File: config.mk
export PLATFORM = sky130hd
export DESIGN_NAME = inst_fetch
export DESIGN_NICKNAME = d
export VERILOG_FILES = /design/src/rtl/inst_fetch_pkg.sv /design/src/rtl/inst_fetch_pc_next_sel.sv /design/src/rtl/inst_fetch.sv
export SDC_FILE = /design/constraint.sdc
export NUM_CORES = 1
export LEC_CHECK = 0
export ABC_AREA = 1
export BUFFER_PORTS_ARGS = -buffer_cell sky130_fd_sc_hd__buf_2
export CAP_MARGIN = 20
export CORE_UTILIZATION = 50
export CTS_CLUSTER_SIZE = 20
export DETAILED_ROUTE_END_ITERATION = 6
export PLACE_DENSITY_LB_ADDON = 0.3
export SYNTH_ARGS = -nofsm -noshare
export SYNTH_HDL_FRONTEND = slang
export SYNTH_SLANG_ARGS = --single-unit
File: constraint.sdc
create_clock -name clk -period 4.05 [get_ports clk]
set_clock_uncertainty 0.15 [all_clocks]
set_input_delay 0.6075 -clock clk [delete_from_list [all_inputs] [get_ports clk]]
set_output_delay 0.6075 -clock clk [all_outputs]
set_load 0.005 [all_outputs]
File: src/rtl/inst_fetch_pkg.sv
// Shared architecture constants for the fetch front end: bus widths, the NOP
// encoding used by ROM and decode, and the next-PC selection codes.
package inst_fetch_pkg;

  localparam int INST_ADDR_BUS  = 10;
  localparam int INST_BUS_WIDTH = 32;

  typedef logic [INST_ADDR_BUS-1:0]  inst_addr_t;
  typedef logic [INST_BUS_WIDTH-1:0] inst_t;

  localparam logic [5:0] OP_NOP   = 6'd0;
  localparam inst_t      NOP_INST = {OP_NOP, 26'b0};

  localparam inst_addr_t ADDR_ZERO = {INST_ADDR_BUS{1'b0}};
  localparam inst_addr_t ADDR_ONE  = {{(INST_ADDR_BUS-1){1'b0}}, 1'b1};
  localparam inst_addr_t ADDR_TWO  = {{(INST_ADDR_BUS-2){1'b0}}, 2'b10};

  typedef enum logic [1:0] {
    SEL_SEQ  = 2'd0,
    SEL_HOLD = 2'd1,
    SEL_JUMP = 2'd2,
    SEL_SKIP = 2'd3
  } pc_sel_e;

  // Modulo-2^INST_ADDR_BUS address add; overflow wraps silently.
  function automatic inst_addr_t addr_add(input inst_addr_t a, input inst_addr_t b);
    return a + b;
  endfunction

endpackage

File: src/rtl/inst_fetch_pc_next_sel.sv
// Combinational next-PC mux: stall > jump > skip > sequential. Redirects are
// only honoured while the instruction in the pipeline register is valid.
module pc_next_sel
  import inst_fetch_pkg::*;
(
  input  logic       stall,
  input  logic       valid,
  input  logic       jump_en,
  input  logic       skip_en,
  input  inst_addr_t jump_target,
  input  inst_addr_t pc,
  input  inst_addr_t pc_out,
  output inst_addr_t pc_next,
  output pc_sel_e    sel
);

  // Priority selection of the PC for the next edge.
  always_comb begin
    sel     = SEL_SEQ;
    pc_next = addr_add(pc, ADDR_ONE);
    if (stall) begin
      sel     = SEL_HOLD;
      pc_next = pc;
    end else if (valid && jump_en) begin
      sel     = SEL_JUMP;
      pc_next = jump_target;
    end else if (valid && skip_en) begin
      sel     = SEL_SKIP;
      pc_next = addr_add(pc_out, ADDR_TWO);
    end else begin
      sel     = SEL_SEQ;
      pc_next = addr_add(pc, ADDR_ONE);
    end
  end

endmodule

File: src/rtl/inst_fetch.sv
// Instruction-fetch front end: owns the PC, addresses the combinational ROM and
// registers instruction/PC into the fetch/decode pipeline register.
module inst_fetch
  import inst_fetch_pkg::*;
#(
  parameter logic [INST_ADDR_BUS-1:0] RESET_PC = {INST_ADDR_BUS{1'b0}},
  parameter int                       CNT_W    = 32
)
(
  input  logic                      clk,
  input  logic                      rst,
  input  logic                      stall,
  input  logic                      skip_en,
  input  logic                      jump_en,
  input  logic [INST_ADDR_BUS-1:0]  jump_target,
  output logic [INST_ADDR_BUS-1:0]  rom_addr,
  input  logic [INST_BUS_WIDTH-1:0] rom_inst,
  output logic [INST_BUS_WIDTH-1:0] inst_out,
  output logic [INST_ADDR_BUS-1:0]  pc_out,
  output logic                      inst_valid,
  output logic [CNT_W-1:0]          fetch_count
);

  localparam logic [CNT_W-1:0] CNT_ZERO = {CNT_W{1'b0}};
  localparam logic [CNT_W-1:0] CNT_ONE  = {{(CNT_W-1){1'b0}}, 1'b1};
  localparam logic [CNT_W-1:0] CNT_MAX  = {CNT_W{1'b1}};

  inst_addr_t       pc_r;
  inst_t            inst_r;
  inst_addr_t       pc_out_r;
  logic             valid_r;
  logic [CNT_W-1:0] count_r;

  inst_addr_t pc_next_s;
  pc_sel_e    sel_s;

  pc_next_sel u_pc_next_sel (
    .stall       (stall),
    .valid       (valid_r),
    .jump_en     (jump_en),
    .skip_en     (skip_en),
    .jump_target (jump_target),
    .pc          (pc_r),
    .pc_out      (pc_out_r),
    .pc_next     (pc_next_s),
    .sel         (sel_s)
  );

  // PC and fetch/decode pipeline register.
  always_ff @(posedge clk) begin
    if (rst) begin
      pc_r     <= RESET_PC;
      inst_r   <= NOP_INST;
      pc_out_r <= ADDR_ZERO;
      valid_r  <= 1'b0;
    end else begin
      pc_r <= pc_next_s;
      case (sel_s)
        SEL_SEQ: begin
          inst_r   <= rom_inst;
          pc_out_r <= pc_r;
          valid_r  <= 1'b1;
        end
        SEL_JUMP: begin
          inst_r   <= NOP_INST;
          valid_r  <= 1'b0;
        end
        SEL_SKIP: begin
          valid_r  <= 1'b0;
        end
        SEL_HOLD: begin
          valid_r  <= valid_r;
        end
        default: begin
          inst_r   <= NOP_INST;
          valid_r  <= 1'b0;
        end
      endcase
    end
  end

  // Saturating count of valid instructions delivered to decode.
  always_ff @(posedge clk) begin
    if (rst) begin
      count_r <= CNT_ZERO;
    end else if ((sel_s == SEL_SEQ) && (count_r != CNT_MAX)) begin
      count_r <= count_r + CNT_ONE;
    end else begin
      count_r <= count_r;
    end
  end

  assign rom_addr    = pc_r;
  assign inst_out    = inst_r;
  assign pc_out      = pc_out_r;
  assign inst_valid  = valid_r;
  assign fetch_count = count_r;

endmodule
* After elaboration in Yosys (flattened, before gate mapping)
Index checks and enable logic that the tools add are counted.
** Storage, ports and cells
- Flip-flop bits (word level) :: 85
- Output and inout bits :: 85
** Cells by class
- Add/sub/neg operators :: 3
- Equal/unequal tests :: 4
- Muxes and demuxes :: 7
- Reductions and logical operators :: 6
** Operators with widths (count)
- case mux 32 bit (2 select lines) :: 1
- adder 32 x 1 -> 32 bit (second input constant) :: 1
- != test 32 bit (second input constant) :: 1
- two-way mux 10 bit :: 2
- adder 10 x 1 -> 10 bit (second input constant) :: 1
- adder 10 x 2 -> 10 bit (second input constant) :: 1
- two-way mux 2 bit :: 3
- equality test 2 bit (second input constant) :: 2
- logical AND 1 bit :: 3
- equality test 2 x 1 -> 1 bit (second input constant) :: 1
- logical NOT 2 bit :: 1
- case mux 1 bit (2 select lines) :: 1
- nonzero test 2 bit :: 1
- OR reduction 2 bit :: 1

* Longest topological paths before layout
- Depth in word-level cells :: 7
- Mapped depth :: 13
- Depth with buffers taken out :: 12

* Hierarchy
A second synthesis with hierarchy kept.
** Unflattened totals
- Cells, all modules :: 684
- Area, all modules :: 4458.0 µm²
** By module, submodules not included
- inst_fetch :: times used 1, cells each 528, area each 3742.3 µm², seq. area each 1701.6 µm²
- pc_next_sel :: times used 1, cells each 156, area each 715.7 µm², seq. area each 0.0 µm²

* Worst setup path before layout
OpenSTA, ideal clock, no wires.
- Path type :: input to register
- From :: input port skip_en
- To :: register count_r[16], in the netlist fetch_count[16]
- Arrival :: 1586 ps
- Data required time :: 3784 ps
- Slack :: 2198 ps
- Stages on the path :: 8
- Cells stage by stage :: nand2_1 > buf_2 > nand2_1 > nor2_2 > buf_2 > nand3_1 > o21ai_0 > nor2_1
** Between the ends
- Word-level cells in the longest chain between the ends :: 6
** RTL lines
- from (decl) :: line inst_fetch.sv:13 : input logic skip_en,
- logical AND 1 bit :: line inst_fetch_pc_next_sel.sv:27 : end else if (valid && skip_en) begin
- two-way mux 2 bit :: line inst_fetch_pc_next_sel.sv:27
- two-way mux 2 bit :: line inst_fetch_pc_next_sel.sv:24 : end else if (valid && jump_en) begin
- two-way mux 2 bit :: line inst_fetch_pc_next_sel.sv:21 : if (stall) begin
- logical NOT 2 bit :: line inst_fetch.sv:86 : end else if ((sel_s == SEL_SEQ) && (count_r != CNT_MAX)) begin
- logical AND 1 bit :: line inst_fetch.sv:86
- to (signal assigned) :: line inst_fetch.sv:87 : count_r <= count_r + CNT_ONE;
- to (signal assigned) :: line inst_fetch.sv:89 : count_r <= count_r;
- to (decl) :: line inst_fetch.sv:32 : logic [CNT_W-1:0] count_r;
Every way passes these cells.
A chain may end at the register's enable or synchronous reset.

* Worst setup path in the final report
- From :: register count_r[0], in the netlist fetch_count[0]
- To :: register count_r[19], in the netlist fetch_count[19]
** Between the ends
- Word-level cells in the longest chain between the ends :: 2
** RTL lines
- branches (longest 2 deep; another with adder 32 x 1 -> 32 bit)
Parallel ways; which one is timed is not known.

==> flow_summary.rst <==
.. list-table::
   :header-rows: 1

   * - Metric
     - Value
   * - Cell taking the most area after synthesis
     - dfxtp_1
   * - Reg2reg setup slack
     - around 1600 ps
   * - Setup total negative slack
     - 0 ps
   * - Endpoint kind of the worst setup timing path
     - flop
   * - Hold path startpoint
     - inst_out[15]
   * - Total routed wire length on the met1 layer
     - around 5300 microns
   * - Post-Syn Nets
     - about 730
   * - Setup Viol. Count Final
     - 0
   * - Flip-flop cell with the highest count after synthesis
     - dfxtp_1
   * - Worst Hold Depth
     - 2
   * - Xor-xnor portion of the synthesized cell area
     - 0.0286
   * - Final ANT Viol Nets
     - 0
   * - Arrival time worst endpoint
     - roughly 2600 ps
   * - HP Class
     - reg2reg
   * - Min Clock Period, post-route
     - between 2000 and 2500 ps
   * - Critical path depth
     - 11
   * - Half-perimeter wire length after placement
     - around 8600 microns
   * - Portion of netlist area occupied by mux cells
     - 0
   * - RD Place Congestion
     - a little over 0.9
   * - Result of the run
     - complete, but fails checks
   * - YS warnings
     - 0
   * - Maximum number of pins on one net before global-route repair
     - 57
   * - Critical path, cell by cell
     - ha_1 > nand2_2 > nor2_4 > nand2_4 > nor2_8 > nand2_4 > nand2_4 > inv_2 > nand3_1 > nand2_1 > nor2_1
   * - Destination of the worst register-to-register timing path
     - fetch_count[19]
   * - Initial Util
     - 0.521
   * - Buffer count from post-CTS setup fixing
     - 0
   * - Number of buffers added on ports
     - 131
   * - Basic-gate share of the synthesized area counting and, or, nand and nor cells
     - 0.334
   * - Vias in the first global route
     - ~4.4k
   * - Die Width
     - approximately 100 microns
   * - Critical path's largest stage delay
     - about 400 ps
   * - Most common library cell in the layout ignoring fill and taps
     - nand2_1
   * - Critical Path Most Common Cell
     - nand2_4
   * - Die Y
     - slightly below 100 microns
   * - Critical setup path kind
     - reg2reg
   * - Amount of wire on met2 after detailed routing
     - approximately 5400 microns
   * - Avg Synthesized Cell Area
     - 6.76 sq um
   * - Via count normalized by instance count
     - around 5.3
   * - Length of routed met3 wiring
     - roughly 800 microns
   * - Core area
     - 8810 sq um
   * - Number of pins exceeding their max-slew limit in the final report
     - 0
   * - Crit path buffers/inverters
     - 1
   * - Number of synthesized register bits
     - 85
   * - Startpoint class of the critical path
     - flop
   * - Number of distinct library cell variants in the gate-level netlist after synthesis
     - 31
   * - Detailed-router iteration count before antenna repair
     - 7
   * - Drt wl/cell
     - 13.1 microns
   * - Syn Inst Count
     - about 680
   * - Asr flop ratio synth
     - 0
   * - IO Pins
     - 132
   * - Post-synthesis instance area
     - between 4000 and 5000 sq um
   * - Pin slew with the least headroom to its limit
     - a little under 800 ps
   * - Fin nets
     - 844
   * - Rel. slew slack
     - 0.474
   * - Routed wire length
     - approximately 12000 microns
   * - Final period util
     - 0.615
   * - Uppermost routed layer
     - met4
   * - Unrepaired setup endpoints after global routing
     - false
   * - # Max-Cap Violations
     - 0
   * - Clock sink count
     - 85
   * - Commonest non-fill, non-tap cells in the layout
     - nand2_1 (216), buf_2 (131), dfxtp_1 (85)
   * - Wire length of the first global-routing pass
     - 20000 microns
   * - Peak supply drop
     - just under 0.2 mV
   * - Highest achievable clock rate
     - between 400 and 500 MHz
   * - Violated checks
     - design-rule violations
   * - Critical path's slowest cell
     - dfxtp_1
   * - Post-Route Utilization
     - 0.612
   * - Die area
     - 9560 sq um
   * - Reported leakage power
     - about 2.4 nW
   * - Required time of the worst setup path
     - around 4200 ps
   * - Count of cells along the worst register-to-register path
     - 11
   * - Compound-cell area share of the yosys netlist
     - 0.175
   * - Resized cells post-CTS
     - 0
   * - DRC Markers
     - 16
   * - Largest family of logic cells by synthesized area
     - simple AND/OR/NAND/NOR gates
   * - Total of fill cells in the finished design
     - roughly 870
   * - Placement Rows
     - 34
   * - Number of synthesized flops with an enable pin
     - 0
   * - Final hold vios
     - 0
   * - Hold-critical path endpoint
     - inst_out[15]
   * - Number of antenna violations at the first check in global routing
     - 0
   * - Clock tree buffer depth
     - 2
   * - Total CTS buffers
     - 9
   * - Kind of cell adding the most delay to the critical path
     - simple AND/OR/NAND/NOR gates
   * - Root Buffer Master
     - clkbuf_8
   * - Diode insertion count for antenna repair
     - 0
   * - Critical R2R Launch
     - fetch_count[0]
   * - Via count of the routed design
     - between 4k and 5k
   * - Starting DRT DRC Count
     - 365
   * - Hold Buf Count CTS
     - 0
   * - Leading post-synthesis cells by cell area
     - dfxtp_1 (37%), nand2_1 (18%), o21ai_0 (6.9%)
   * - H-tree levels
     - 3
   * - Total power density per cell area
     - approximately 310 nW/um^2
   * - Leftover overflow at the end of global routing
     - 0
   * - Clock slew seen by the registers of the worst setup and hold paths
     - ~100 ps
   * - Post-Synth Adder-Cell Area
     - 0.00818
   * - CTS tree
     - done
   * - Synth-to-layout area growth
     - 17.4%
   * - Share of cells above drive strength 1
     - 0.248
   * - Portion of the post-synthesis area used by sequential elements
     - 0.371
   * - Area share of the largest cell type after synthesis
     - 0.371
   * - Global router's overall resource usage
     - 0.254
   * - Clock latency reported for the late side of the worst-skew pair
     - 360 ps
   * - Highest net fanout along the worst path
     - 31
per-stage QoR:
stage	power (W)	setup slack (ps)	cell area, sq um	instances	hold slack [ps]
2_1_floorplan	0.00106	2200	4590	679	316
3_3_place_gp	0.00113	1460	5210	891	305
3_5_place_dp	0.00113	1400	5210	891	314
4_1_cts	0.00169	1550	5390	907	326
5_1_grt	0.00176	1360	5390	907	322
6_report	0.00168	1560	5390	907	327
worst register-to-register path, stage by stage, from the launching register on:
cell	delay, ps
dfxtp_1	400
ha_1	230
nand2_2	80
nor2_4	210
nand2_4	120
nor2_8	170
nand2_4	80
nand2_4	310
inv_2	330
nand3_1	160
nand2_1	60
nor2_1	110
cells by family (layout without fill, tap and decap cells):
logic type	count (synthesis)	in the layout
AOI/OAI and AO/OA	143	143
xor gates and xnor gates	15	15
adders and majority gates	3	3
DFF	85	85
buffers and inverters	79	199
and+or+nand+nor	354	354
power by group:
part           internal, W  switching [W]  total, W
Sequential        0.000873      0.0000337  0.000907
Clock             0.000230       0.000339  0.000569
Combinational    0.0000814       0.000127  0.000209
worst max-delay path by stage:
stage                               from              end
after floorplan                  skip_en  fetch_count[16]
after global routing      fetch_count[0]  fetch_count[19]
after CTS                 fetch_count[0]  fetch_count[18]
after detailed placement         skip_en  fetch_count[19]
after global placement           skip_en  fetch_count[18]
final                     fetch_count[0]  fetch_count[19]
routing by layer:
layer  vias to the layer above  track usage
li1                       2420            -
met1                      2162        0.337
met2                       166        0.418
met3                        24       0.0422
met4                         0       0.0956
met5                         -            0
cell usage after synthesis, types with 3 or more instances:
master      n
xor2_1     10
inv_1      45
nor2_1     63
nand2_1   216
nand3_1    29
nor3_1      4
buf_2       5
xnor2_1     5
ha_1        3
buf_4       6
nand2_4     4
o21ai_0    63
a21oi_1    53
a21oi_2    19
buf_12      3
a31oi_1     3
nand4_1     5
nand2_2    14
nand3b_1   10
dfxtp_1    85
nor2_2      4
clkbuf_1   15
registers in the layout (all words and copies together) (netlist names):
register / flops
inst_valid: 1
pc_out: 10
fetch_count: 32
inst_out: 32
rom_addr: 10
layout make-up:
type	count	area (sq um)	share of cell area
Clock buffer	9	124	0.0230
Clock inverter	7	55.1	0.0102
Inverter	49	184	0.0341
Multi-Input combinational cell	515	2510	0.466
Sequential cell	85	1700	0.316
Tap cell	108	135	0.0251
Timing Repair Buffer	134	678	0.126
Power figures use the tool's default switching activity.
